$ cat config.mk
export PLATFORM = sky130hd
export DESIGN_NAME = sdram_arbit
export DESIGN_NICKNAME = d
export VERILOG_FILES = /design/src/rtl/sdram_arbit.sv
export SDC_FILE = /design/constraint.sdc
export NUM_CORES = 1
export LEC_CHECK = 0
export ABC_AREA = 0
export CAP_MARGIN = 20
export CORE_AREA = 5 5 67 84
export DETAILED_ROUTE_END_ITERATION = 7
export DIE_AREA = 0 0 72 89
export GPL_TIMING_DRIVEN = 1
export PLACE_DENSITY_LB_ADDON = 0.1
export SETUP_SLACK_MARGIN = 0.02
export SYNTH_ARGS = -nofsm -noshare
export SYNTH_HDL_FRONTEND = slang
export SYNTH_SLANG_ARGS = --single-unit
export TNS_END_PERCENT = 1
$ cat constraint.sdc
create_clock -name clk -period 2.6 [get_ports clk]
set_clock_uncertainty 0.1 [all_clocks]
set_input_delay 0.52 -clock clk [delete_from_list [all_inputs] [get_ports clk]]
set_output_delay 0.52 -clock clk [all_outputs]
set_load 0.02 [all_outputs]
$ cat src/rtl/sdram_arbit.sv
// -----------------------------------------------------------------------------
// sdram_arbit
//
// Central arbiter of the SDRAM controller. After the init sub-module reports
// completion, it grants the SDRAM pins to one of the auto-refresh, write or
// read sub-modules at a time. Refresh has strict priority. Write and read
// alternate when both request. The granted sub-module's command, address,
// bank and write data are multiplexed onto the pins. A watchdog returns the
// bus to arbitration if a granted sub-module never raises its end flag. The
// sticky err_timeout output records that event.
//
// Ports
//   clk, rst_n                      clock, asynchronous active-low reset
//   flag_init_end                   init done; leaves IDLE on its first 1
//   init_cmd/init_addr              init sub-module pin values (owned in IDLE)
//   ref_req/ref_en/flag_ref_end     refresh request / grant pulse / done
//   aref_cmd/aref_addr              refresh pin values
//   wr_req/wr_en/flag_wr_end        write request / grant pulse / done
//   wr_cmd/wr_addr/wr_ba            write pin values
//   wr_dq/wr_dq_oe                  write data and its drive enable
//   rd_req/rd_en/flag_rd_end        read request / grant pulse / done
//   rd_cmd/rd_addr/rd_ba            read pin values
//   sdram_cmd/addr/ba               muxed SDRAM command, address, bank
//   sdram_dq_out/sdram_dq_oe        data to pad and pad output enable
//   err_timeout                     sticky watchdog flag
// -----------------------------------------------------------------------------
module sdram_arbit #(
    parameter logic [3:0] NOP     = 4'b0111,
    parameter int         TIMEOUT = 1023,
    parameter int         TO_W    = 10
) (
    input  logic        clk,
    input  logic        rst_n,

    input  logic        flag_init_end,
    input  logic [3:0]  init_cmd,
    input  logic [12:0] init_addr,

    input  logic        ref_req,
    input  logic        flag_ref_end,
    input  logic [3:0]  aref_cmd,
    input  logic [12:0] aref_addr,
    output logic        ref_en,

    input  logic        wr_req,
    input  logic        flag_wr_end,
    input  logic [3:0]  wr_cmd,
    input  logic [12:0] wr_addr,
    input  logic [1:0]  wr_ba,
    input  logic [15:0] wr_dq,
    input  logic        wr_dq_oe,
    output logic        wr_en,

    input  logic        rd_req,
    input  logic        flag_rd_end,
    input  logic [3:0]  rd_cmd,
    input  logic [12:0] rd_addr,
    input  logic [1:0]  rd_ba,
    output logic        rd_en,

    output logic [3:0]  sdram_cmd,
    output logic [12:0] sdram_addr,
    output logic [1:0]  sdram_ba,
    output logic [15:0] sdram_dq_out,
    output logic        sdram_dq_oe,
    output logic        err_timeout
);

    typedef enum logic [2:0] {
        ST_IDLE  = 3'd0,
        ST_ARBIT = 3'd1,
        ST_AREF  = 3'd2,
        ST_WRITE = 3'd3,
        ST_READ  = 3'd4
    } state_t;

    localparam logic [TO_W-1:0] TO_MAX = TO_W'(TIMEOUT);
    localparam logic [TO_W-1:0] TO_ONE = TO_W'(1);

    state_t          state_r;
    state_t          state_s;
    logic            grant_ref_s;
    logic            grant_wr_s;
    logic            grant_rd_s;
    logic            timeout_s;
    logic            busy_s;
    logic            last_wr_r;
    logic [TO_W-1:0] to_cnt_r;
    logic            ref_en_r;
    logic            wr_en_r;
    logic            rd_en_r;
    logic            err_timeout_r;

    // State register.
    always_ff @(posedge clk or negedge rst_n) begin
        if (!rst_n) begin
            state_r <= ST_IDLE;
        end else begin
            state_r <= state_s;
        end
    end

    // Next-state logic: arbitration in ARBIT, end-flag or watchdog exit from
    // the granted states. The grant strobes feed the registered enables so
    // each pulse lines up with the first cycle of its state.
    always_comb begin
        state_s     = state_r;
        grant_ref_s = 1'b0;
        grant_wr_s  = 1'b0;
        grant_rd_s  = 1'b0;
        timeout_s   = 1'b0;
        case (state_r)
            ST_IDLE: begin
                if (flag_init_end) begin
                    state_s = ST_ARBIT;
                end else begin
                    state_s = ST_IDLE;
                end
            end
            ST_ARBIT: begin
                if (ref_req) begin
                    state_s     = ST_AREF;
                    grant_ref_s = 1'b1;
                end else if (wr_req && (!rd_req || !last_wr_r)) begin
                    // Write wins when alone, or when both request and the
                    // previous data grant went to read.
                    state_s    = ST_WRITE;
                    grant_wr_s = 1'b1;
                end else if (rd_req) begin
                    state_s    = ST_READ;
                    grant_rd_s = 1'b1;
                end else begin
                    state_s = ST_ARBIT;
                end
            end
            ST_AREF: begin
                if (flag_ref_end) begin
                    state_s = ST_ARBIT;
                end else if (to_cnt_r == TO_MAX) begin
                    state_s   = ST_ARBIT;
                    timeout_s = 1'b1;
                end else begin
                    state_s = ST_AREF;
                end
            end
            ST_WRITE: begin
                if (flag_wr_end) begin
                    state_s = ST_ARBIT;
                end else if (to_cnt_r == TO_MAX) begin
                    state_s   = ST_ARBIT;
                    timeout_s = 1'b1;
                end else begin
                    state_s = ST_WRITE;
                end
            end
            ST_READ: begin
                if (flag_rd_end) begin
                    state_s = ST_ARBIT;
                end else if (to_cnt_r == TO_MAX) begin
                    state_s   = ST_ARBIT;
                    timeout_s = 1'b1;
                end else begin
                    state_s = ST_READ;
                end
            end
            default: begin
                state_s = ST_IDLE;
            end
        endcase
    end

    // Output mux: the owner of the current state drives the SDRAM pins.
    always_comb begin
        sdram_cmd    = NOP;
        sdram_addr   = 13'd0;
        sdram_ba     = 2'd0;
        sdram_dq_oe  = 1'b0;
        sdram_dq_out = wr_dq;
        case (state_r)
            ST_IDLE: begin
                sdram_cmd  = init_cmd;
                sdram_addr = init_addr;
            end
            ST_ARBIT: begin
                sdram_cmd  = NOP;
                sdram_addr = 13'd0;
            end
            ST_AREF: begin
                sdram_cmd  = aref_cmd;
                sdram_addr = aref_addr;
            end
            ST_WRITE: begin
                sdram_cmd   = wr_cmd;
                sdram_addr  = wr_addr;
                sdram_ba    = wr_ba;
                sdram_dq_oe = wr_dq_oe;
            end
            ST_READ: begin
                sdram_cmd  = rd_cmd;
                sdram_addr = rd_addr;
                sdram_ba   = rd_ba;
            end
            default: begin
                sdram_cmd = NOP;
            end
        endcase
    end

    // A sub-module owns the bus in any of the three granted states.
    always_comb begin
        if ((state_r == ST_AREF) || (state_r == ST_WRITE) || (state_r == ST_READ)) begin
            busy_s = 1'b1;
        end else begin
            busy_s = 1'b0;
        end
    end

    // Grant pulses: high for exactly the first cycle of the granted state.
    always_ff @(posedge clk or negedge rst_n) begin
        if (!rst_n) begin
            ref_en_r <= 1'b0;
            wr_en_r  <= 1'b0;
            rd_en_r  <= 1'b0;
        end else begin
            ref_en_r <= grant_ref_s;
            wr_en_r  <= grant_wr_s;
            rd_en_r  <= grant_rd_s;
        end
    end

    // Round-robin memory: remembers whether the last data grant was a write.
    always_ff @(posedge clk or negedge rst_n) begin
        if (!rst_n) begin
            last_wr_r <= 1'b0;
        end else if (grant_wr_s) begin
            last_wr_r <= 1'b1;
        end else if (grant_rd_s) begin
            last_wr_r <= 1'b0;
        end else begin
            last_wr_r <= last_wr_r;
        end
    end

    // Watchdog counter. Every granted state is entered from ARBIT, so holding
    // zero there is what clears it on entry. It saturates at TIMEOUT.
    always_ff @(posedge clk or negedge rst_n) begin
        if (!rst_n) begin
            to_cnt_r <= '0;
        end else if (!busy_s) begin
            to_cnt_r <= '0;
        end else if (to_cnt_r != TO_MAX) begin
            to_cnt_r <= to_cnt_r + TO_ONE;
        end else begin
            to_cnt_r <= to_cnt_r;
        end
    end

    // Sticky timeout flag; only reset clears it.
    always_ff @(posedge clk or negedge rst_n) begin
        if (!rst_n) begin
            err_timeout_r <= 1'b0;
        end else if (timeout_s) begin
            err_timeout_r <= 1'b1;
        end else begin
            err_timeout_r <= err_timeout_r;
        end
    end

    assign ref_en      = ref_en_r;
    assign wr_en       = wr_en_r;
    assign rd_en       = rd_en_r;
    assign err_timeout = err_timeout_r;

endmodule

# Yosys cells after proc, flatten, opt, wreduce, memory -nomap -nowiden
# Cells that the tools add are included.
# Widths: inputs -> output; s select.
[op_classes] eq_ne=7 mux=34 add_sub_neg=1 n_reduce_logical=8
[ops] op="$pmux 13 s4" n=1
[ops] op="$mux 10" n=2
[ops] op="$mux 1" n=18
[ops] op="$pmux 4 s4" n=1
[ops] op="$mux 3" n=5
[ops] op="$pmux 3 s5" n=1
[ops] op="$add 10x1->10 const B" n=1
[ops] op="$eq 10x10->1 const B" n=1
[ops] op="$ne 10x10->1 const B" n=1
[ops] op="$mux 2" n=4
[ops] op="$eq 3x2->1 const B" n=2
[ops] op="$pmux 2 s2" n=1
[ops] op="$eq 3x1->1 const B" n=1
[ops] op="$eq 3x3->1 const B" n=1
[ops] op="$logic_not 3->1" n=1
[ops] op="$logic_or 1x1->1" n=3
[ops] op="$pmux 1 s3" n=1
[ops] op="$logic_not 1->1" n=2
[ops] op="$ne 2x1->1 const B" n=1
[ops] op="$reduce_bool 2->1" n=1
[ops] op="$logic_and 1x1->1" n=1
[word_totals] input_bits=98 word_cells=57 reg_bits=18

# Depth between registers and ports, before layout
[depth] depth_word=8 depth_mapped=6 ltp_nobuf=4

# Worst setup path after synthesis
# Ideal clock, no wire load.
[synth_timing] path_type="register -> output" startpoint="reg state_r[1]" endpoint="out sdram_addr[2]" stages_incl_launch_ff=7 path_slack_ns=0.687 arrival_ns=1.293 cell_sequence="dfrtp_1 -> buf_4 -> and2_1 -> buf_2 -> buf_2 -> o2bb2ai_1 -> a22o_1"
[synth_between] elab_chain_cells=2 word_cells_on_any_way=5 classes_between="eq/ne (3); mux (1); reduce/logical (1)"
[synth_rtl] item="start, declared" line="80" text="state_t state_r;"
[synth_rtl] item="start signal, assigned" line="99" text="state_r <= state_s;"
[synth_rtl] item="$eq 3x3->1, or another cell as far along" line="179" text="case (state_r)"
[synth_rtl] item="$pmux 13 s4 *" line="179"
[synth_rtl] item="end, declared" line="62" text="output logic [12:0] sdram_addr,"
# Mark *: on every way between the ends. The rest lies on a longest branch, timed or not.

# Worst setup path after layout
[layout_timing] startpoint="reg state_r[1]" endpoint="out sdram_ba[0]"
[layout_between] elab_chain_cells=2 word_cells_on_any_way=3 classes_between="eq/ne (2); mux (1)"
[layout_rtl] item="$eq 3x3->1 or $eq 3x2->1 (tied branches)" line="179"
[layout_rtl] item="$pmux 2 s2 *" line="179"
[layout_rtl] item="end, declared" line="63" text="output logic [1:0] sdram_ba,"
# Marked as above.

==> results.txt <==
----------------------------------------------------
[Route]
  Average vias per placed instance ... 5.42
  Met3 WL ... 620 µm
  Max layer used ... met4
  DRT Wirelength ... 5.53 mm
  Average wire length per cell after detail routing ... 16.8 µm
  M1 WL ... 1.92 mm
  Met2 Wirelength ... 2.91 mm
  DRC violation count after routing ... 0
  Initial DRC Count ... 70
  Remaining antenna violation count after routing ... 0
  First drt pass iteration count ... 4
  Overall via count from detail_route ... 1783

[Worst setup path]
  Worst stage delay on the critical path ... 610 ps
  Crit path required time ... 1980 ps
  Worst setup path class ... flop to primary output
  Worst Reg-to-Reg Cells ... 4
  Critical Path Source Type ... flop
  Setup slack, reg-to-reg ... 910 ps
  Critical register-to-register path startpoint ... to_cnt_r[0]
  Worst R2R End ... state_r[2]
  Beginning of the critical path ... state_r[1]
  Slowest-stage cell, CP ... clkdlybuf4s50_1
  Ordered cell list for the critical path ... nor3b_2 > buf_4 > a32o_1 > clkdlybuf4s50_1
  Data arrival time of the critical path ... 1880 ps
  Capture point of the worst path ... sdram_ba[0]
  Endpoint kind of the worst setup timing path ... primary output
  Maximum fanout count along the critical path ... 9

[Yosys]
  Sequential-to-total area share from yosys stat ... 27.9%
  Net count after synthesis ... 275
  Number of unique standard cell types used by synthesis ... 43
  Netlist Area Pre-Place ... 0.00161 mm²
  Post-synthesis register bit count ... 18
  Synth Instances ... 176
  Count of synthesis-stage warnings from yosys ... 0
  Post-Syn Area per Cell ... 9.17 µm²

[STA]
  Setup repair after global routing missed its margin ... no
  Final count of pins violating max slew ... 0
  Slew headroom ... 68.9%
  Highest clock frequency the design can meet ... 400 MHz
  Fin. Hold Viols ... 0
  Period Utilization, post-route ... 96.2%
  Total negative setup slack ... 0 ps
  Setup violators final ... 0
  Setup WS post-layout ... 97.9 ps
  Worst-margin pin slew ... 465 ps
  Post-layout min period ... 2500 ps

[Power]
  Power density relative to cell area ... 734 mW/mm²
  Switching power ... 856 µW
  Total Power ... 1.97 mW
  Net Sw Frac ... 43.4%
  Relative contribution of sequential cells to total power ... 20.2%
  Share of power burned in combinational logic ... 70.0%
  Peak supply drop ... 329 µV
  Leak ... 1.12 nW
  Part of the total power dissipated in the clock network ... 9.8%
  Internal ... 1.12 mW

[Floorplanning]
  Area inside the core boundary ... 0.00469 mm²
  Vertical die dimension ... 89 µm
  Die Wd ... 72 µm
  Num rows ... 28
  Effective utilization at floorplan ... 34.4%
  Die area ... 0.00641 mm²
  Top-level I/O count ... 138

[CTS]
  Root Buffer ... clkbuf_8
  Clock sinks ... 18
  Hold buffers post-CTS ... 0
  H-Tree Depth ... 1
  Clock-pin slew of the registers on the worst-case setup and hold paths ... 60 ps
  Source-to-sink clock delay at the later pin of the worst-skew pair ... 250 ps
  Number of setup buffers added after CTS ... 0
  Clk buf depth ... 2
  TritonCTS clock tree ... built
  Total CTS buffers ... 3
  CTS resizes ... 18

[Global routing]
  Largest net degree at the start of global routing ... 16
  Global-route wire length before repair ... 8.46 mm
  Initial antenna violation count ... 0
  Total grt overflow ... 0
  Total GRT Usage ... 16.6%
  Number of global-route vias before repair ... 1887

[Placed design]
  Placed Cells ... 326
  # port buffers ... 105
  Routability-driven placement congestion ratio ... 0.794
  DP Wirelength ... 4.62 mm
  Pre-CTS setup slack ... 5.02 ps

[Run]
  Reported max-cap violation count ... 0

[Status]
  Run status ... completed

[Layout]
  Area growth syn-to-layout ... 66.6%
  Leading cell types in the layout, fill and taps excluded ... clkdlybuf4s50_1 (88), mux2i_1 (18), dfrtp_1 (15), dlygate4sd2_1 (15)
  Layout cells sized above 1 ... 10.0%
  Most common cell after layout, fill and taps aside ... clkdlybuf4s50_1
  Number of nets in the layout ... 370
  Number of fill cells ... 457
  Count of antenna diodes in the layout ... 0
  Final Non-Filler Cells ... 329

[Min path]
  Class of the tightest hold or removal check ... flop to flop

----------------------------------------------------
critical path, delay by kind of cell, from the launching register on:
family | cells | cell delay, ps
simple gates | 1 | 230
compound gates | 1 | 120
flops | 1 | 480
buf+inv | 2 | 790
worst min-delay path by stage:
stage	start	endpoint	slack, ps	cells past startpoint
after detailed placement	err_timeout	err_timeout	370	1
after CTS	err_timeout	err_timeout	390	1
after global placement	err_timeout	err_timeout	370	1
after floorplan	rst_n	err_timeout	120	0
final	err_timeout	err_timeout	390	1
after global routing	err_timeout	err_timeout	420	1
Yosys cell counts (all sizes together):
master	n	share of area, %
a211oi	4	1.9
a21boi	1	0.47
a21oi	10	3.1
a22o	14	7.6
a22oi	1	0.47
a311oi	1	0.54
a31o	1	0.54
a31oi	4	1.6
a32o	2	1.2
a41oi	1	0.54
and2	2	0.78
and3	7	2.7
and4	4	2.2
buf	27	11
clkbuf	2	0.47
dfrtp	18	28
ha	1	0.78
inv	3	0.70
mux2i	18	11
nand2	5	1.2
nand3	2	0.93
nand4	2	0.78
nor2	4	1.1
nor2b	3	1.2
nor3	7	2.2
nor3b	3	2.0
nor4	1	0.39
nor4b	1	0.93
o2111ai	1	0.54
o21a	1	0.47
o21ai	2	0.62
o21bai	1	0.47
o22a	3	1.6
o22ai	2	0.78
o2bb2ai	14	7.6
o31a	1	0.54
o31ai	1	0.47
or3	1	0.39
state kept, by name (all words and copies together) (netlist names):
signal	count
err_timeout	1
last_wr_r	1
rd_en	1
ref_en	1
state_r	3
to_cnt_r	10
wr_en	1
power groups by stage:
stage	Sequential (mW)	Combinational, mW	Clock [mW]
2_1_floorplan	0.377	0.906	0
3_3_place_gp	0.398	1.50	0
3_5_place_dp	0.399	1.50	0
4_1_cts	0.399	1.41	0.196
5_1_grt	0.406	1.50	0.211
6_report	0.398	1.38	0.193
kinds of logic (layout without fill, tap and decap cells):
logic type               after synthesis  count (layout)  share of synthesized area [%]
adder cells (fa/ha/maj)                1               1                          0.775
buffers and inverters                 32             125                           12.5
multiplexers                          18              18                           11.2
AND/OR/NAND/NOR                       42              42                           16.7
flip-flops                            18              18                           27.9
AO/OA/AOI/OAI                         65              65                           31.0
area by class of cell:
type	instances	area [µm²]	area share [%]
multi-input cells	126	965	35.9
repair buffers	119	1140	42.5
inverters	3	11.3	0.419
flip-flops and latches	18	454	16.9
clock buffers	3	41.3	1.54
well taps	60	75.1	2.79
metrics by stage:
step                      hold slack [ps]  util [%]  cell area [µm²]
after floorplan                       124         -             1610
after global placement                368      56.6             2660
after detailed placement              373      56.6             2660
after CTS                             392      57.1             2680
after global routing                  421      57.3             2690
final                                 386      57.3             2690
routing by layer:
layer | track usage [%] | vias up
li1 | - | 863
met1 | 15.3 | 825
met2 | 32.2 | 88
met3 | 7.54 | 7
met4 | 5.47 | 0
met5 | 0 | -
Power figures use the tool's default switching activity.
